$ cat config.mk
export PLATFORM = sky130hd
export DESIGN_NAME = bus_command_controller_flat
export DESIGN_NICKNAME = d
export VERILOG_FILES = /design/src/rtl/bus_command_pkg.sv /design/src/rtl/bus_command_controller_if.sv /design/src/rtl/bus_wait_counter.sv /design/src/rtl/bus_command_controller.sv /design/src/flat_wrapper.sv
export SDC_FILE = /design/constraint.sdc
export NUM_CORES = 1
export LEC_CHECK = 0
export CORE_MARGIN = 8
export CORE_UTILIZATION = 50
export DETAILED_ROUTE_END_ITERATION = 8
export GPL_TIMING_DRIVEN = 1
export PLACE_DENSITY = 0.74
export SETUP_SLACK_MARGIN = 0.15
export SYNTH_ARGS = -nofsm -noshare
export SYNTH_HDL_FRONTEND = slang
export SYNTH_HIERARCHICAL = 1
export SYNTH_SLANG_ARGS = --single-unit
export TNS_END_PERCENT = 50
$ cat constraint.sdc
create_clock -name clock -period 2.4 [get_ports clock]
set_input_delay 0.48 -clock clock [delete_from_list [all_inputs] [get_ports clock]]
set_output_delay 0.48 -clock clock [all_outputs]
set_load 0.03 [all_outputs]
$ cat src/rtl/bus_command_pkg.sv
// Shared types for the 8288-style bus command controller: status codes,
// bus-cycle states and the wait-state counter width.
package bus_command_pkg;

  typedef enum logic [2:0] {
    ST_INTA       = 3'b000,
    ST_IO_READ    = 3'b001,
    ST_IO_WRITE   = 3'b010,
    ST_HALT       = 3'b011,
    ST_CODE_FETCH = 3'b100,
    ST_MEM_READ   = 3'b101,
    ST_MEM_WRITE  = 3'b110,
    ST_PASSIVE    = 3'b111
  } bus_status_t;

  typedef enum logic [2:0] {
    IDLE,
    T1,
    T2,
    T3,
    TW,
    T4,
    HALT
  } bus_state_t;

  localparam int WAIT_COUNT_WIDTH = 3;

  // Cycle types where data flows from the bus into the CPU (DT/R low).
  function automatic logic is_receive(input bus_status_t s);
    return (s == ST_INTA) || (s == ST_IO_READ) ||
           (s == ST_CODE_FETCH) || (s == ST_MEM_READ);
  endfunction

endpackage

$ cat src/rtl/bus_command_controller_if.sv
// CPU-side status/ready inputs and peripheral-side command strobes of the
// bus command controller; master = CPU/bench side, slave = controller.
interface bus_command_controller_if;
  logic [2:0] cpu_status;
  logic       ready;
  logic       address_enable_n;
  logic       address_latch_enable;
  logic       io_read_n;
  logic       io_write_n;
  logic       memory_read_n;
  logic       memory_write_n;
  logic       interrupt_acknowledge_n;
  logic       data_transmit_receive_n;
  logic       data_enable;
  logic       bus_cycle_busy;

  modport master (
    output cpu_status, ready, address_enable_n,
    input  address_latch_enable, io_read_n, io_write_n, memory_read_n,
           memory_write_n, interrupt_acknowledge_n, data_transmit_receive_n,
           data_enable, bus_cycle_busy
  );

  modport slave (
    input  cpu_status, ready, address_enable_n,
    output address_latch_enable, io_read_n, io_write_n, memory_read_n,
           memory_write_n, interrupt_acknowledge_n, data_transmit_receive_n,
           data_enable, bus_cycle_busy
  );
endinterface

$ cat src/rtl/bus_wait_counter.sv
// Wait-state down-counter: loads the forced TW count in T1 and counts down
// to zero; the zero flag gates the exit towards T4.
module bus_wait_counter
  import bus_command_pkg::*;
(
  input  logic                        clock,
  input  logic                        reset,
  input  logic                        i_load,
  input  logic [WAIT_COUNT_WIDTH-1:0] i_load_value,
  input  logic                        i_decrement,
  output logic                        o_count_zero
);

  logic [WAIT_COUNT_WIDTH-1:0] r_count;

  always_ff @(posedge clock or posedge reset) begin
    if (reset) begin
      r_count <= '0;
    end else if (i_load) begin
      r_count <= i_load_value;
    end else if (i_decrement && (r_count != '0)) begin
      r_count <= r_count - 1'b1;
    end
  end

  assign o_count_zero = (r_count == '0);

endmodule

$ cat src/rtl/bus_command_controller.sv
// 8288-style bus controller: decodes S2..S0 into registered command strobes,
// ALE, DT/R and DEN. Define BUS_CMD_ADVANCED_WRITE_EN for advanced-write timing.
module bus_command_controller
  import bus_command_pkg::*;
#(
  parameter int IO_WAIT_STATES  = 1,
  parameter int MEM_WAIT_STATES = 0
) (
  input  logic                     clock,
  input  logic                     reset,
  bus_command_controller_if.slave  bus
);

  localparam logic [WAIT_COUNT_WIDTH-1:0] IO_WAIT_VALUE  = WAIT_COUNT_WIDTH'(IO_WAIT_STATES);
  localparam logic [WAIT_COUNT_WIDTH-1:0] MEM_WAIT_VALUE = WAIT_COUNT_WIDTH'(MEM_WAIT_STATES);

  bus_state_t  r_state, w_next_state;
  bus_status_t r_cycle_type, w_next_cycle_type;
  logic        r_passive_seen, w_next_passive_seen;

  bus_status_t w_status;
  logic        w_passive;
  logic        w_wait_zero;
  logic [WAIT_COUNT_WIDTH-1:0] w_load_value;

  logic r_ale, r_busy, r_den, r_dtr_n;
  logic r_ior_n, r_iow_n, r_mrd_n, r_mwr_n, r_inta_n;
  logic w_ale, w_busy, w_den, w_dtr_n;
  logic w_ior_n, w_iow_n, w_mrd_n, w_mwr_n, w_inta_n;
  logic w_in_cycle, w_read_phase, w_write_phase;

  assign w_status  = bus_status_t'(bus.cpu_status);
  assign w_passive = (w_status == ST_PASSIVE);

  always_comb begin
    w_load_value = MEM_WAIT_VALUE;
    case (r_cycle_type)
      ST_IO_READ, ST_IO_WRITE: w_load_value = IO_WAIT_VALUE;
      ST_INTA:                 w_load_value = '0;
      default:                 w_load_value = MEM_WAIT_VALUE;
    endcase
  end

  // Decrementing already in T3 makes N forced wait states yield exactly N TW clocks.
  bus_wait_counter u_wait_counter (
    .clock        (clock),
    .reset        (reset),
    .i_load       (r_state == T1),
    .i_load_value (w_load_value),
    .i_decrement  ((r_state == T3) || (r_state == TW)),
    .o_count_zero (w_wait_zero)
  );

  always_ff @(posedge clock or posedge reset) begin
    if (reset) begin
      r_state        <= IDLE;
      r_cycle_type   <= ST_PASSIVE;
      r_passive_seen <= 1'b0;
    end else begin
      r_state        <= w_next_state;
      r_cycle_type   <= w_next_cycle_type;
      r_passive_seen <= w_next_passive_seen;
    end
  end

  always_comb begin
    w_next_state      = r_state;
    w_next_cycle_type = r_cycle_type;
    case (r_state)
      IDLE, T4: begin
        if (r_passive_seen && !w_passive && (w_status != ST_HALT)) begin
          w_next_state      = T1;
          w_next_cycle_type = w_status;
        end else if (r_passive_seen && (w_status == ST_HALT)) begin
          w_next_state = HALT;
        end else begin
          w_next_state = IDLE;
        end
      end
      T1: w_next_state = T2;
      T2: w_next_state = T3;
      T3: w_next_state = (!w_wait_zero || !bus.ready) ? TW : T4;
      TW: if (w_wait_zero && bus.ready) w_next_state = T4;
      HALT: if (w_passive) w_next_state = IDLE;
      default: w_next_state = IDLE;
    endcase
  end

  // A passive status must be seen between cycles so stale status cannot retrigger.
  always_comb begin
    w_next_passive_seen = r_passive_seen;
    if (w_passive) begin
      w_next_passive_seen = 1'b1;
    end else if ((w_next_state == T1) || (w_next_state == HALT)) begin
      w_next_passive_seen = 1'b0;
    end
  end

  always_comb begin
    w_in_cycle    = (w_next_state == T1) || (w_next_state == T2) || (w_next_state == T3) ||
                    (w_next_state == TW) || (w_next_state == T4);
    w_read_phase  = (w_next_state == T2) || (w_next_state == T3) || (w_next_state == TW);
`ifdef BUS_CMD_ADVANCED_WRITE_EN
    w_write_phase = (w_next_state == T2) || (w_next_state == T3) || (w_next_state == TW);
`else
    w_write_phase = (w_next_state == T3) || (w_next_state == TW);
`endif
    w_ale    = (w_next_state == T1);
    w_busy   = w_in_cycle;
    w_den    = w_read_phase;
    w_dtr_n  = !(w_in_cycle && is_receive(w_next_cycle_type));
    w_ior_n  = 1'b1;
    w_iow_n  = 1'b1;
    w_mrd_n  = 1'b1;
    w_mwr_n  = 1'b1;
    w_inta_n = 1'b1;
    case (w_next_cycle_type)
      ST_INTA:                    w_inta_n = !w_read_phase;
      ST_IO_READ:                 w_ior_n  = !w_read_phase;
      ST_CODE_FETCH, ST_MEM_READ: w_mrd_n  = !w_read_phase;
      ST_IO_WRITE:                w_iow_n  = !w_write_phase;
      ST_MEM_WRITE:               w_mwr_n  = !w_write_phase;
      default: ;
    endcase
  end

  always_ff @(posedge clock or posedge reset) begin
    if (reset) begin
      r_ale    <= 1'b0;
      r_busy   <= 1'b0;
      r_den    <= 1'b0;
      r_dtr_n  <= 1'b1;
      r_ior_n  <= 1'b1;
      r_iow_n  <= 1'b1;
      r_mrd_n  <= 1'b1;
      r_mwr_n  <= 1'b1;
      r_inta_n <= 1'b1;
    end else begin
      r_ale    <= w_ale;
      r_busy   <= w_busy;
      r_den    <= w_den;
      r_dtr_n  <= w_dtr_n;
      r_ior_n  <= w_ior_n;
      r_iow_n  <= w_iow_n;
      r_mrd_n  <= w_mrd_n;
      r_mwr_n  <= w_mwr_n;
      r_inta_n <= w_inta_n;
    end
  end

  // DMA ownership blanks the strobes immediately; the FSM keeps sequencing.
  assign bus.address_latch_enable    = r_ale;
  assign bus.bus_cycle_busy          = r_busy;
  assign bus.data_enable             = r_den;
  assign bus.data_transmit_receive_n = r_dtr_n;
  assign bus.io_read_n               = r_ior_n  | bus.address_enable_n;
  assign bus.io_write_n              = r_iow_n  | bus.address_enable_n;
  assign bus.memory_read_n           = r_mrd_n  | bus.address_enable_n;
  assign bus.memory_write_n          = r_mwr_n  | bus.address_enable_n;
  assign bus.interrupt_acknowledge_n = r_inta_n | bus.address_enable_n;

endmodule
$ cat src/flat_wrapper.sv
// flat-port wrapper written by rule: the top's interface ports become plain ports
module bus_command_controller_flat import bus_command_pkg::*;
#(
  parameter int IO_WAIT_STATES  = 1,
  parameter int MEM_WAIT_STATES = 0
)
  (clock, reset, bus_cpu_status, bus_ready, bus_address_enable_n, bus_address_latch_enable, bus_io_read_n, bus_io_write_n, bus_memory_read_n, bus_memory_write_n, bus_interrupt_acknowledge_n, bus_data_transmit_receive_n, bus_data_enable, bus_bus_cycle_busy);
  bus_command_controller_if bus_i ();
  input  logic clock;
  input  logic reset;
  input wire logic [$bits(bus_i.cpu_status)-1:0] bus_cpu_status;
  input wire logic [$bits(bus_i.ready)-1:0] bus_ready;
  input wire logic [$bits(bus_i.address_enable_n)-1:0] bus_address_enable_n;
  output wire logic [$bits(bus_i.address_latch_enable)-1:0] bus_address_latch_enable;
  output wire logic [$bits(bus_i.io_read_n)-1:0] bus_io_read_n;
  output wire logic [$bits(bus_i.io_write_n)-1:0] bus_io_write_n;
  output wire logic [$bits(bus_i.memory_read_n)-1:0] bus_memory_read_n;
  output wire logic [$bits(bus_i.memory_write_n)-1:0] bus_memory_write_n;
  output wire logic [$bits(bus_i.interrupt_acknowledge_n)-1:0] bus_interrupt_acknowledge_n;
  output wire logic [$bits(bus_i.data_transmit_receive_n)-1:0] bus_data_transmit_receive_n;
  output wire logic [$bits(bus_i.data_enable)-1:0] bus_data_enable;
  output wire logic [$bits(bus_i.bus_cycle_busy)-1:0] bus_bus_cycle_busy;
  assign bus_i.cpu_status = bus_cpu_status;
  assign bus_i.ready = bus_ready;
  assign bus_i.address_enable_n = bus_address_enable_n;
  assign bus_address_latch_enable = bus_i.address_latch_enable;
  assign bus_io_read_n = bus_i.io_read_n;
  assign bus_io_write_n = bus_i.io_write_n;
  assign bus_memory_read_n = bus_i.memory_read_n;
  assign bus_memory_write_n = bus_i.memory_write_n;
  assign bus_interrupt_acknowledge_n = bus_i.interrupt_acknowledge_n;
  assign bus_data_transmit_receive_n = bus_i.data_transmit_receive_n;
  assign bus_data_enable = bus_i.data_enable;
  assign bus_bus_cycle_busy = bus_i.bus_cycle_busy;
  bus_command_controller #(.IO_WAIT_STATES(IO_WAIT_STATES), .MEM_WAIT_STATES(MEM_WAIT_STATES)) u_core (.clock(clock), .reset(reset), .bus(bus_i));
endmodule
==> results by group <==
Synthesis
  • Synth unique cells: 50
  • Area share of fa/ha/maj cells after synthesis: 0.0395
  • Multiplexer share of the synthesized area: 0.0198
  • Mapped cell area: 1140 um^2
  • Post-synth EDFFs: 0
  • Synth area leaders: dfrtp_1 (22%), dfstp_2 (21%), inv_1 (3.0%)
  • Largest family of logic cells by synthesized area: simple AND/OR/NAND/NOR gates
  • Ys async rst share: 1.00
  • Syn_area_per_cell: 10.5 um^2
  • Yosys top cell by area: dfrtp_1
  • Gate Count Post-Synth: 109
  • Synth warn: 6
  • Synth Area in XOR/XNOR: 0.0296
  • Post-synth top area share: 0.220
  • Post-Synth Simple-Gate Area: 0.254
  • Seq cells post-synth: 19
  • Sequential-to-total area share from yosys stat: 0.427
  • Primary FF master, synth: dfrtp_1
  • Synth Area in Compound Gates: 0.164

Power
  • Combinational cell fraction of total power: 0.543
  • P_leak: 0.000520 uW
  • Sw Share: 0.409
  • Clock power share: 0.091
  • Flop pwr share: 0.365
  • Switching pwr: 705 uW
  • Maximum VDD drop: 0.000679 V
  • Pint: 1020 uW
  • Power Density: 1300 nW/um^2

Finish
  • Share of cells above drive strength 1: 0.238
  • Finished Cell Area: 1330 um^2
  • Number of diodes: 0
  • # fillers: 190
  • Syn-to-layout area delta: 16.8%
  • Layout net count: 136
  • Multi-input logic area: 584 um^2
  • Reg area: 487 um^2
  • Post-layout util: 0.608

GRT
  • Vias in the first global route: 830
  • Largest net degree at the start of global routing: 17
  • Total congestion overflow: 0
  • Initial antenna violation count: 0
  • Global Route Usage Sum: 0.110
  • First-pass GRT wire length: 3810 um

Placed design
  • Placed inst area: 1310 um^2
  • Port buffer count: 15
  • Detailed placer's ending HPWL: 1600 um
  • Gpl congestion: 0.823
  • Place WS: 0.0742 ns

STA
  • Setup ws final: 0.0812 ns
  • Fin crit period: 2.32 ns
  • RSZ-0062 raised after global routing: true
  • Rel. slew slack: 0.594
  • Final Skew: 0.000799 ns
  • Max-slew violation count: 0
  • Hold Fails Final Rpt: 0
  • Final setup viols: 0
  • Tcrit/Tclk final: 0.966
  • Max Clk Rate: 0.431 GHz
  • Worst hold slack: 0.369 ns
  • Setup tns final: 0 ns
  • Worst-margin pin slew: 0.603 ns

Floorplanning
  • Die Span X: 63.7 um
  • Num ports: 16
  • Chip height: 63.7 um
  • Core area: 2190 um^2
  • Die area: 4060 um^2
  • Row Count: 17
  • Initial Util: 0.520

Clock network
  • Cts bufs inserted: 3
  • Root buffer cell: clkbuf_4
  • Clk pin slew, worst setup/hold paths: 0.10 ns
  • H-tree Lvls: 1
  • # hold bufs at CTS: 0
  • CTS Sinks: 19
  • CTS tree: done
  • Clk_lat worst skew: 0.29 ns
  • Clock Path Buffers: 2
  • Post-CTS Setup Inserts: 0

Worst setup path
  • CP Launch Type: primary input
  • Max Fanout on Critical Path: 5
  • CP Capture Type: output port
  • CP required: 1.92 ns
  • CP Data Arrival Time: 1.84 ns
  • Crit Path Class: in2out

Route
  • Remaining antenna violation count after routing: 0
  • Iter 0 DRT Violations: 34
  • Via/cell ratio: 5.61
  • DR pass1 iterations: 4
  • Per-cell routed wire length: 13.8 um
  • DRC violations left: 0
  • Final wirelength: 2130 um
  • Vias: 864

Job
  • Max_cap viols: 0

Min path
  • Hold WC Path Type: in2async

Run status
  • Status: complete, no violations
[power by group through the flow]
stage / Sequential (uW) / Clock, uW / Combinational, uW
after CTS: 627 / 164 / 943
final: 630 / 157 / 937
after global placement: 628 / 0 / 916
after floorplan: 635 / 0 / 724
after global routing: 651 / 177 / 1040
after detailed placement: 635 / 0 / 943
[cells by family (layout without fill, tap and decap cells)]
logic type / after synthesis / in the layout
AOI/OAI and AO/OA: 23 / 23
xor gates and xnor gates: 3 / 3
adders and majority gates: 4 / 4
buffers and inverters: 14 / 30
DFF: 19 / 19
muxes: 2 / 2
other: 1 / 2
and+or+nand+nor: 43 / 43
[what timing repair did]
| item | in CTS | in global routing |
|---|---|---|
| endpoints found under the setup margin | 5 | 3 |
| resized for setup | 2 | 1 |
| gates cloned | 0 | 0 |
[cells in the final DEF, fill, tap and decap left out, types with 2 or more instances in the layout]
cell and count:
mux2_2 2, maj3_1 2, dfrtp_1 10, o31ai_1 2, nor3_1 3, nand2b_1 2
xnor2_1 2, nor2_1 3, inv_1 9, nor4_1 2, nand3_1 2, nand4_1 2
dlygate4sd2_1 2, nand2_1 4, a221o_1 3, or2_2 5, buf_4 2, dfstp_2 9
conb_1 2, o21ai_0 3, ha_1 2, clkbuf_4 3, nand4b_1 3, o211ai_1 2
a21oi_1 2, clkdlybuf4s50_1 12, nor4b_1 3, nor2b_1 3, o2bb2ai_1 2
[final timing paths]
| path | from | to | slack [ns] | depth (start not counted) |
|---|---|---|---|---|
| max reg2reg | u_core/r_state[2]$_DFF_PP0_ | u_core/u_wait_counter/r_count[0]$_DFFE_PP0P_ | 0.55 | 4 |
| min | reset | u_core/u_wait_counter/r_count[2]$_DFFE_PP0P_ | 0.37 | 2 |
| min in group clock | u_core/r_cycle_type[2]$_DFF_PP1_ | u_core/r_mwr_n$_DFF_PP1_ | 0.53 | 1 |
| max | bus_address_enable_n | bus_memory_write_n | 0.08 | 3 |
| max in group asynchronous | reset | u_core/r_cycle_type[0]$_DFF_PP1_ | 1.46 | 2 |
| min reg2reg | u_core/r_cycle_type[2]$_DFF_PP1_ | u_core/r_mwr_n$_DFF_PP1_ | 0.53 | 1 |
[worst max-delay path, cell delays in order]
cell and delay, ns:
clkdlybuf4s50_1 0.46, or2_2 0.31, clkdlybuf4s50_1 0.59
[metrics by stage]
stage                     std cells  total power [uW]
after detailed placement        150              1580
after CTS                       154              1730
final                           154              1720
after floorplan                 110              1360
after global routing            154              1870
after global placement          150              1540
[area by class of cell]
type / instances / area share
timing repair buffer: 17 / 0.124
clock buffer: 4 / 0.0197
sequential: 19 / 0.366
multi-input combinational: 77 / 0.439
tap: 28 / 0.0263
inverter: 9 / 0.0254
[metal layers]
| layer | global-route usage | wire, um | vias up |
|---|---|---|---|
| met1 | 0.138 | 983 | 417 |
| li1 | - | - | 430 |
| met4 | 0.0251 | 8 | 0 |
| met5 | 0 | 0 | - |
| met3 | 0.0348 | 100 | 2 |
| met2 | 0.181 | 1040 | 15 |
[flip-flops by register name, summed over array words and instances, names as in the netlist]
register	flops
u_core/r_state	3
u_core/u_wait_counter/r_count	3
u_core/bus.address_latch_enable	1
u_core/r_mrd_n	1
u_core/r_cycle_type	3
u_core/r_ior_n	1
u_core/bus.data_transmit_receive_n	1
u_core/r_mwr_n	1
u_core/bus.data_enable	1
u_core/r_inta_n	1
u_core/r_passive_seen	1
u_core/r_iow_n	1
u_core/bus.bus_cycle_busy	1
[synth_stat cells (2+ instances only)]
cell       instances
o21ai_0            3
nand4_1            2
nor2b_1            3
xnor2_1            2
nor3_1             3
o2bb2ai_1          2
nor2_1             3
nor4_1             2
nand2_1            4
maj3_1             2
or2_2              5
a221o_1            3
dfrtp_1           10
nand3_1            2
mux2_2             2
o211ai_1           2
dfstp_2            9
buf_6              2
nor4b_1            3
nand2b_1           2
ha_1               2
o31ai_1            2
inv_1              9
nand4b_1           3
a21oi_1            2
No activity file was read; power rests on OpenSTA's default activity.
